==> src/rtl/f1_launch_ctrl.sv <==
// F1 start-lights launch controller: paces the light ramp, holds for a random
// number of ticks, turns the lights out, then times the driver's reaction.
module f1_launch_ctrl #(
  parameter int unsigned TICK_N = 48,
  parameter int unsigned TIME_W = 16
) (
  input  logic              clk,
  input  logic              rst,
  input  logic              trigger,
  input  logic              react,
  input  logic [7:0]        lights_in,
  output logic              fsm_en,
  output logic              fsm_rst,
  output logic              busy,
  output logic              time_valid,
  output logic [TIME_W-1:0] reaction_time,
  output logic              jump_start
);

  localparam int unsigned CNT_W = $clog2(TICK_N);
  localparam logic [CNT_W-1:0] TICK_LAST = CNT_W'(TICK_N - 1);

  typedef enum logic [1:0] {IDLE, RAMP, HOLD, GO} state_t;

  state_t            state, state_next;
  logic [6:0]        lfsr;
  logic [CNT_W-1:0]  tick_cnt;
  logic [4:0]        hold_ticks;
  logic [TIME_W-1:0] react_cnt;

  logic tick, all_on, last_hold;
  logic fsm_en_d, fsm_rst_d, time_valid_d, jump_d;

  assign tick      = (tick_cnt == '0);
  assign all_on    = (lights_in == 8'hFF);
  assign last_hold = tick && (hold_ticks == 5'd1);

  always_ff @(posedge clk) begin
    if (rst) begin
      state         <= IDLE;
      lfsr          <= 7'h01;
      tick_cnt      <= TICK_LAST;
      hold_ticks    <= '0;
      react_cnt     <= '0;
      fsm_en        <= 1'b0;
      fsm_rst       <= 1'b0;
      busy          <= 1'b0;
      time_valid    <= 1'b0;
      jump_start    <= 1'b0;
      reaction_time <= '0;
    end else begin
      state <= state_next;
      lfsr  <= {lfsr[5:0], lfsr[6] ^ lfsr[5]};

      if ((state_next != state) || tick)
        tick_cnt <= TICK_LAST;
      else
        tick_cnt <= tick_cnt - CNT_W'(1);

      if ((state == RAMP) && (state_next == HOLD))
        hold_ticks <= {1'b0, lfsr[3:0]} + 5'd1;
      else if ((state == HOLD) && tick)
        hold_ticks <= hold_ticks - 5'd1;

      // Only cycles with the lights actually out are counted; stop at all-ones.
      if ((state == HOLD) && (state_next == GO))
        react_cnt <= '0;
      else if ((state == GO) && !react && (lights_in == 8'h00) && (react_cnt != '1))
        react_cnt <= react_cnt + TIME_W'(1);

      if (time_valid_d)
        reaction_time <= react_cnt;

      fsm_en     <= fsm_en_d;
      fsm_rst    <= fsm_rst_d;
      busy       <= (state_next != IDLE);
      time_valid <= time_valid_d;
      jump_start <= jump_d;
    end
  end

  always_comb begin
    state_next = state;
    case (state)
      IDLE: if (trigger) state_next = RAMP;
      RAMP: begin
        if (react)       state_next = IDLE;
        else if (all_on) state_next = HOLD;
      end
      HOLD: begin
        if (react)          state_next = IDLE;
        else if (last_hold) state_next = GO;
      end
      GO:   if (react) state_next = IDLE;
    endcase
  end

  // A jump start suppresses any step enable due in the same cycle.
  always_comb begin
    fsm_en_d     = 1'b0;
    fsm_rst_d    = 1'b0;
    time_valid_d = 1'b0;
    jump_d       = 1'b0;
    case (state)
      IDLE: fsm_rst_d = trigger;
      RAMP: begin
        if (react) begin
          jump_d    = 1'b1;
          fsm_rst_d = 1'b1;
        end else if (!all_on) begin
          fsm_en_d = tick;
        end
      end
      HOLD: begin
        if (react) begin
          jump_d    = 1'b1;
          fsm_rst_d = 1'b1;
        end else begin
          fsm_en_d = last_hold;
        end
      end
      GO:   time_valid_d = react;
    endcase
  end

endmodule

==> config.mk <==
export PLATFORM = sky130hd
export DESIGN_NAME = f1_launch_ctrl
export DESIGN_NICKNAME = d
export VERILOG_FILES = /design/src/rtl/f1_launch_ctrl.sv
export SDC_FILE = /design/constraint.sdc
export NUM_CORES = 1
export LEC_CHECK = 0
export BUFFER_PORTS_ARGS = -buffer_cell sky130_fd_sc_hd__buf_4
export CORE_ASPECT_RATIO = 2
export CORE_MARGIN = 3
export CORE_UTILIZATION = 51
export DETAILED_ROUTE_END_ITERATION = 16
export GPL_ROUTABILITY_DRIVEN = 1
export GPL_TIMING_DRIVEN = 0
export HOLD_SLACK_MARGIN = 0.06
export PLACE_DENSITY = 0.73
export SLEW_MARGIN = 20
export SYNTH_ARGS = -nofsm -noshare
export SYNTH_HDL_FRONTEND = slang
export SYNTH_SLANG_ARGS = --single-unit
==> constraint.sdc <==
create_clock -name clk -period 2.2 [get_ports clk]
set_input_delay 0 -clock clk [delete_from_list [all_inputs] [get_ports clk]]
set_output_delay 0 -clock clk [all_outputs]
set_load 0.1 [all_outputs]
**After elaboration in Yosys (flattened, before gate mapping)**

Index checks and enable logic that the tools add are counted.

- Register bits: 57
- Input port bits: 12
- Word-level logic and storage cells: 60

- Add/subtract/negate cells: 4
- Equal/unequal tests: 9
- Mux-type cells: 16
- Bitwise logic cells: 2
- Reductions and logical operators: 18

Operators with widths:

| cell | count |
|---|---|
| 16-bit by 1-bit adder with 16-bit output (second input constant) | 1 |
| 16-bit inequality test (second input constant) | 1 |
| 2-bit two-way mux | 6 |
| 5-bit two-way mux | 2 |
| 2-bit == test (second input constant) | 4 |
| 8-bit == test (second input constant) | 1 |
| 8-bit logical NOT | 1 |
| 2-bit one-hot mux with 4 select lines | 1 |
| 2-bit OR reduction | 4 |
| 1-bit logical AND | 7 |
| 6-bit logical NOT | 1 |
| 6-bit by 1-bit subtractor with 6-bit output (second input constant) | 1 |
| 4-bit by 1-bit adder with 5-bit output (second input constant) | 1 |
| 5-bit by 1-bit == test with 1-bit output (second input constant) | 1 |
| 1-bit two-way mux | 5 |
| 5-bit by 1-bit subtractor with 5-bit output (second input constant) | 1 |
| 1-bit one-hot mux with 2 select lines | 2 |
| 2-bit nonzero test | 2 |
| 2-bit by 1-bit == test with 1-bit output (second input constant) | 1 |
| 2-bit logical NOT | 1 |
| 2-bit inequality test | 1 |
| 1-bit logical NOT | 1 |
| 1-bit logical OR | 1 |
| 1-bit NOT | 1 |
| 1-bit bitwise XOR | 1 |

**Depth between registers and ports, before layout**

- Depth after elaboration: 8
- Gate-level depth with buffers: 9
- Mapped depth without buffers: 8

**Worst setup path before layout**

No wires, ideal clock.

- Kind: register to register
- From: reg state[1]
- To: reg react_cnt[10]
- Arrival: 1.896 ns
- Required time: 2.083 ns
- Setup slack: 0.187 ns
- Cell stages (with the launch flop): 9
- Path buffers: 1
- Clock period less this slack: 2.013 ns
- Cells stage by stage: dfxtp_1 inv_1 ha_1 o21ai_0 a211oi_1 a21oi_1 o21bai_1 buf_2 nor2_1

- Word-level cells in the longest chain between the ends: 6
- Elaborated cells on any way between the ends: 17
- Those cells by class: 4 x eq/ne; 7 x mux; 6 x reduce/logical

RTL lines:

| item | line | source |
|---|---|---|
| start, declared | 25 | `state_t state, state_next;` |
| start signal, assigned | 52 | `state <= state_next;` |
| 2-bit two-way mux (on tied branches) | 92, 88 |  |
| 2-bit two-way mux (on tied branches) | 91, 87 |  |
| 2-bit one-hot mux with 4 select lines | 84 | `case (state)` |
| 2-bit == test | 66 | `if ((state == HOLD) && (state_next == GO))` |
| 1-bit logical AND | 66 |  |
| 2-bit OR reduction (no line) | -- |  |
| end signal, assigned | 69 | `react_cnt <= react_cnt + TIME_W'(1);` |
| end, declared | 29 | `logic [TIME_W-1:0] react_cnt;` |

Several ways; a longest one is shown, not always the timed one.
A chain may end at the register's enable or synchronous reset.

**Final worst setup path**

- From: reg state[1]
- To: reg tick_cnt[4]

- Word-level cells in the longest chain between the ends: 6
- Elaborated cells on any way between the ends: 14
- Those cells by class: 4 x eq/ne; 7 x mux; 3 x reduce/logical

RTL lines:

| item | line | source |
|---|---|---|
| 2-bit two-way mux (on tied branches) | 92, 88 |  |
| 2-bit two-way mux (on tied branches) | 91, 87 |  |
| 2-bit one-hot mux with 4 select lines | 84 |  |
| 2-bit inequality test * | 55 | `if ((state_next != state) \|\| tick)` |
| 1-bit logical OR * | 55 |  |
| 2-bit OR reduction (no line) * | -- |  |
| end signal, assigned | 58 | `tick_cnt <= tick_cnt - CNT_W'(1);` |
| end, declared | 27 | `logic [CNT_W-1:0] tick_cnt;` |

Mark *: on every way between the ends. The rest lies on a longest branch, timed or not.

==> results.md <==
- The run finished with clean final reports.
- The number of library cell types mapped by synthesis is 42.
- The repair_antennas step left the layout with diodes totalling 0.
- The detailed router's first-iteration violation count is 33.
- The via count of the first global-routing pass came to roughly 2,300.
- For this run, global-route usage on met2 was measured as 40.56%.
- After detailed routing, the average wire length per cell comes to ~15 um.
- TritonCTS built the clock tree.
- The min-delay analysis places its worst path in the category input pin to flop.
- The leakage power figure is 1.255 nW.
- The half-perimeter wire length after detailed placement is 4389 um.
- The number of buffers added by the clock tree synthesis step is 9.
- The maximum clock skew at final layout is 0.01068 ns.
- The detailed-router iteration count before antenna repair is 4.
- The sink count of the clock tree is between 50 and 60.
- Once layout is complete, the utilization of the core stands at 65.75%.
- The final layout net count is 374.
- Setup repair after global routing could not meet its margin everywhere.
- The clock reaches the later pin of the worst-skew pair after 0.34 ns.
- The library cell used most frequently in the layout, excluding fill and tap cells, is dfxtp_1.
- The fraction of final layout cells sized beyond drive strength 1 is 19.32%.
- Of the synthesized area, sequential elements account for 43.47%.
- Setup violations remaining at the end of the flow were counted as 0.
- The worst hold path terminates at react_cnt[11]$_SDFFE_PP0P_.
- The async set-reset flop share out of synthesis is 0%.
- The setup TNS after final layout is 0 ns.
- From bottom edge to top edge, the die measures 107.5 um.
- The total wire length after detailed routing is 5974 um.
- The total placed cells including tap cells is 391.
- Leaving out filler cells and counting taps, the final layout contains around 410.
- The weighted congestion at the end of routability-driven global placement is 0.8541.
- STA classifies the critical path startpoint as a flop.
- The worst hold path stage count is 6.
- The number of primary I/O pins is 33.
- The die covers between 6000 and 7000 um2.
- The critical path endpoint category is a flop.
- The clock root buffer master is clkbuf_8.
- The CTS H-tree depth is 3.
- The via count normalized by instance count is between 5 and 6.
- The post-synthesis instance area is 2625 um2.
- For met3 alone, demand over resource in global routing was 5.642%.
- The count of final max-slew check failures is 0.
- The synthesized instance count is 303.
- A synthesized cell averages 8.663 um2.
- For this run, the number of Yosys warnings is 0.
- In this run the critical register-to-register path is captured at tick_cnt[4]$_SDFF_PP0_.
- The top cell types in the final layout, fill and taps aside, are dfxtp_1, nand2_1, buf_4.
- The setup check on the worst reg-to-reg path leaves a slack of 0.07 ns.
- The worst hold path begins at lights_in[6].
- Clock-pin slew was measured on the worst setup and hold paths at 0.06 ns.
- The area fraction of the dominant cell type after synthesis is around 43%.
- The initial standard-cell utilization of the core is between 50% and 60%.
- In the post-synthesis netlist, the biggest area contributors are dfxtp_1, nand2_1, ha_1, xor2_1, a21oi_1.
- The core region is 4910 um2.
- The die width is 56.73 um.
- The most used flip-flop cell after synthesis is dfxtp_1.
- The shortest clock period the worst path allows after layout is between 2 and 2.5 ns.
- met2 is the most crowded layer.
- Entering global routing, the biggest net connects 11 pins.
- The worst hold slack is 0.2113 ns.
- After filler insertion, the fill cell instance count of the layout stands at between 400 and 500.
- For this run the aggregate overflow at the end of global routing stands at 0.
- The worst max-slew margin expressed relative to the limit is 65.97%.
- The worst register-to-register path begins at state[1]$_SDFF_PP0_.
- The data required time of the worst path is roughly 2.5 ns.
- After detailed routing, the number of remaining DRC violations is 0.
- The power density of the placed cells is 887.3 nW/um2.
- The number of antenna violations at the first check in global routing is 0.
- The number of storage elements in the synthesis netlist is 57.
- The count of vias placed by the detailed router is 2,269.
- For the worst flop-to-flop path, the logic depth is 8.
- At the pin with the least slew margin, the transition time is around 0.51 ns.
- The row count is 36.
- The number of nets in the synthesized netlist is 327.
- The count of input and output buffers is 31.
- The startpoint-to-endpoint class of the critical path is flop to flop.
- The wire length of the first global-routing pass is 9867 um.
- The count of flip-flops with a built-in enable after synthesis is 0.
- The highest fanout seen on the critical path is 6.
- The longest clock path from root to sink contains 2 buffers.
- Relative to the synthesized area, the layout overhead comes to 22.97%.
- The data arrival time of the critical path is 2.41 ns.
- The remaining antenna violation count is 0.
- The fraction of met1 tracks used by global routing is a little under a fifth.
- The tool flagged a number of max-cap violations equal to 0.
- The total power after layout is 2.864 mW.
- After layout, the worst path uses between 90 and 100% of the clock period.
- The most area-hungry cell type in the Yosys netlist is dfxtp_1.
- The final number of hold-violating endpoints is 0.
- Derived from the worst setup path, the maximum achievable clock frequency is 0.4686 GHz.
- Across the VDD grid, the largest voltage drop is 837.6 uV.
- Global routing used 20.84% of the available tracks.
## cell usage after synthesis, types with 2 or more instances
cell	instances
nor2_1	26
nand2_1	48
nand2b_1	3
buf_6	2
buf_1	2
ha_1	12
buf_2	2
a311oi_1	3
nor3_1	7
and3_1	5
or3_1	2
and2_1	7
clkbuf_1	10
xor2_1	15
dfxtp_1	57
nand4_1	14
nand3_1	10
nor2b_1	6
a21oi_1	24
o21ai_0	6
nor3b_1	2
and4_1	5
inv_1	7
xnor2_1	10
## registers in the layout, summed over array words and instances, names as in the netlist
| register | cells |
|---|---|
| fsm_rst | 1 |
| time_valid | 1 |
| reaction_time | 16 |
| react_cnt | 16 |
| fsm_en | 1 |
| lfsr | 7 |
| tick_cnt | 6 |
| hold_ticks | 5 |
| jump_start | 1 |
| state | 2 |
| busy | 1 |
## stage by stage
step                instance area, um2  setup WS [ns]
CTS                               3159        0.01517
global placement                  2929        -0.3109
global route                      3228       -0.07277
detailed placement                2929        -0.3623
finish                            3228        0.06587
floorplan                         2625         0.1869
## layout make-up
type                    instances  area [um2]  area share [%]
plain buffers                  14       72.57           2.248
clock buffers                  13       168.9           5.233
inverters                       7       26.28          0.8140
multi-input cells             223        1445           44.77
flip-flops and latches         57        1149           35.58
well taps                      57       71.32           2.209
repair buffers                 38       295.3           9.147
## worst max path at each step
stage | startpoint | end | slack, ns
floorplan | state[1]$_SDFF_PP0_ | react_cnt[10]$_SDFFE_PP0P_ | 0.19
global placement | state[1]$_SDFF_PP0_ | react_cnt[5]$_SDFFE_PP0P_ | -0.31
detailed placement | state[1]$_SDFF_PP0_ | react_cnt[5]$_SDFFE_PP0P_ | -0.36
CTS | state[0]$_SDFF_PP0_ | hold_ticks[2]$_SDFFE_PP0P_ | 0.02
global route | state[1]$_SDFF_PP0_ | tick_cnt[4]$_SDFF_PP0_ | -0.07
finish | state[1]$_SDFF_PP0_ | tick_cnt[4]$_SDFF_PP0_ | 0.07
## cells by family after synthesis
group,share of synthesized area [%]
compound gates,10.54
xor+xnor,8.341
fa+ha+maj,5.720
buf+inv,3.957
flops,43.47
mux,0.3813
simple gates,27.60
## critical path, stage by stage (launching register included)
cell and delay (ns):
dfxtp_4 0.38, inv_1 0.18, ha_1 0.25, nand2b_1 0.07
o32ai_1 0.36, a211o_1 0.20, nand2_1 0.12, xnor2_2 0.29
and4_1 0.23
## per-layer routing
metal	share of wire (%)	routed length, um
met5	0	0
met4	3.6	217
met3	3.3	197
met2	56	3316
met1	38	2243
## where the power goes
part | leakage, nW | total (mW) | switching (mW) | internal (mW)
clock | 0.0875 | 0.855 | 0.373 | 0.482
sequential | 0.463 | 1.16 | 0.0588 | 1.10
combinational | 0.704 | 0.847 | 0.573 | 0.274
## repair_timing
| action | in CTS | in global routing |
|---|---|---|
| setup endpoints to repair | 27 | 24 |
| setup buffers | 0 | 3 |
| hold endpoints to repair | 9 | 0 |
| hold buffers | 4 | 0 |
| gates resized for setup | 7 | 12 |
| pin swaps | 0 | 2 |
Note: power is estimated with default switching activity, not from simulation.
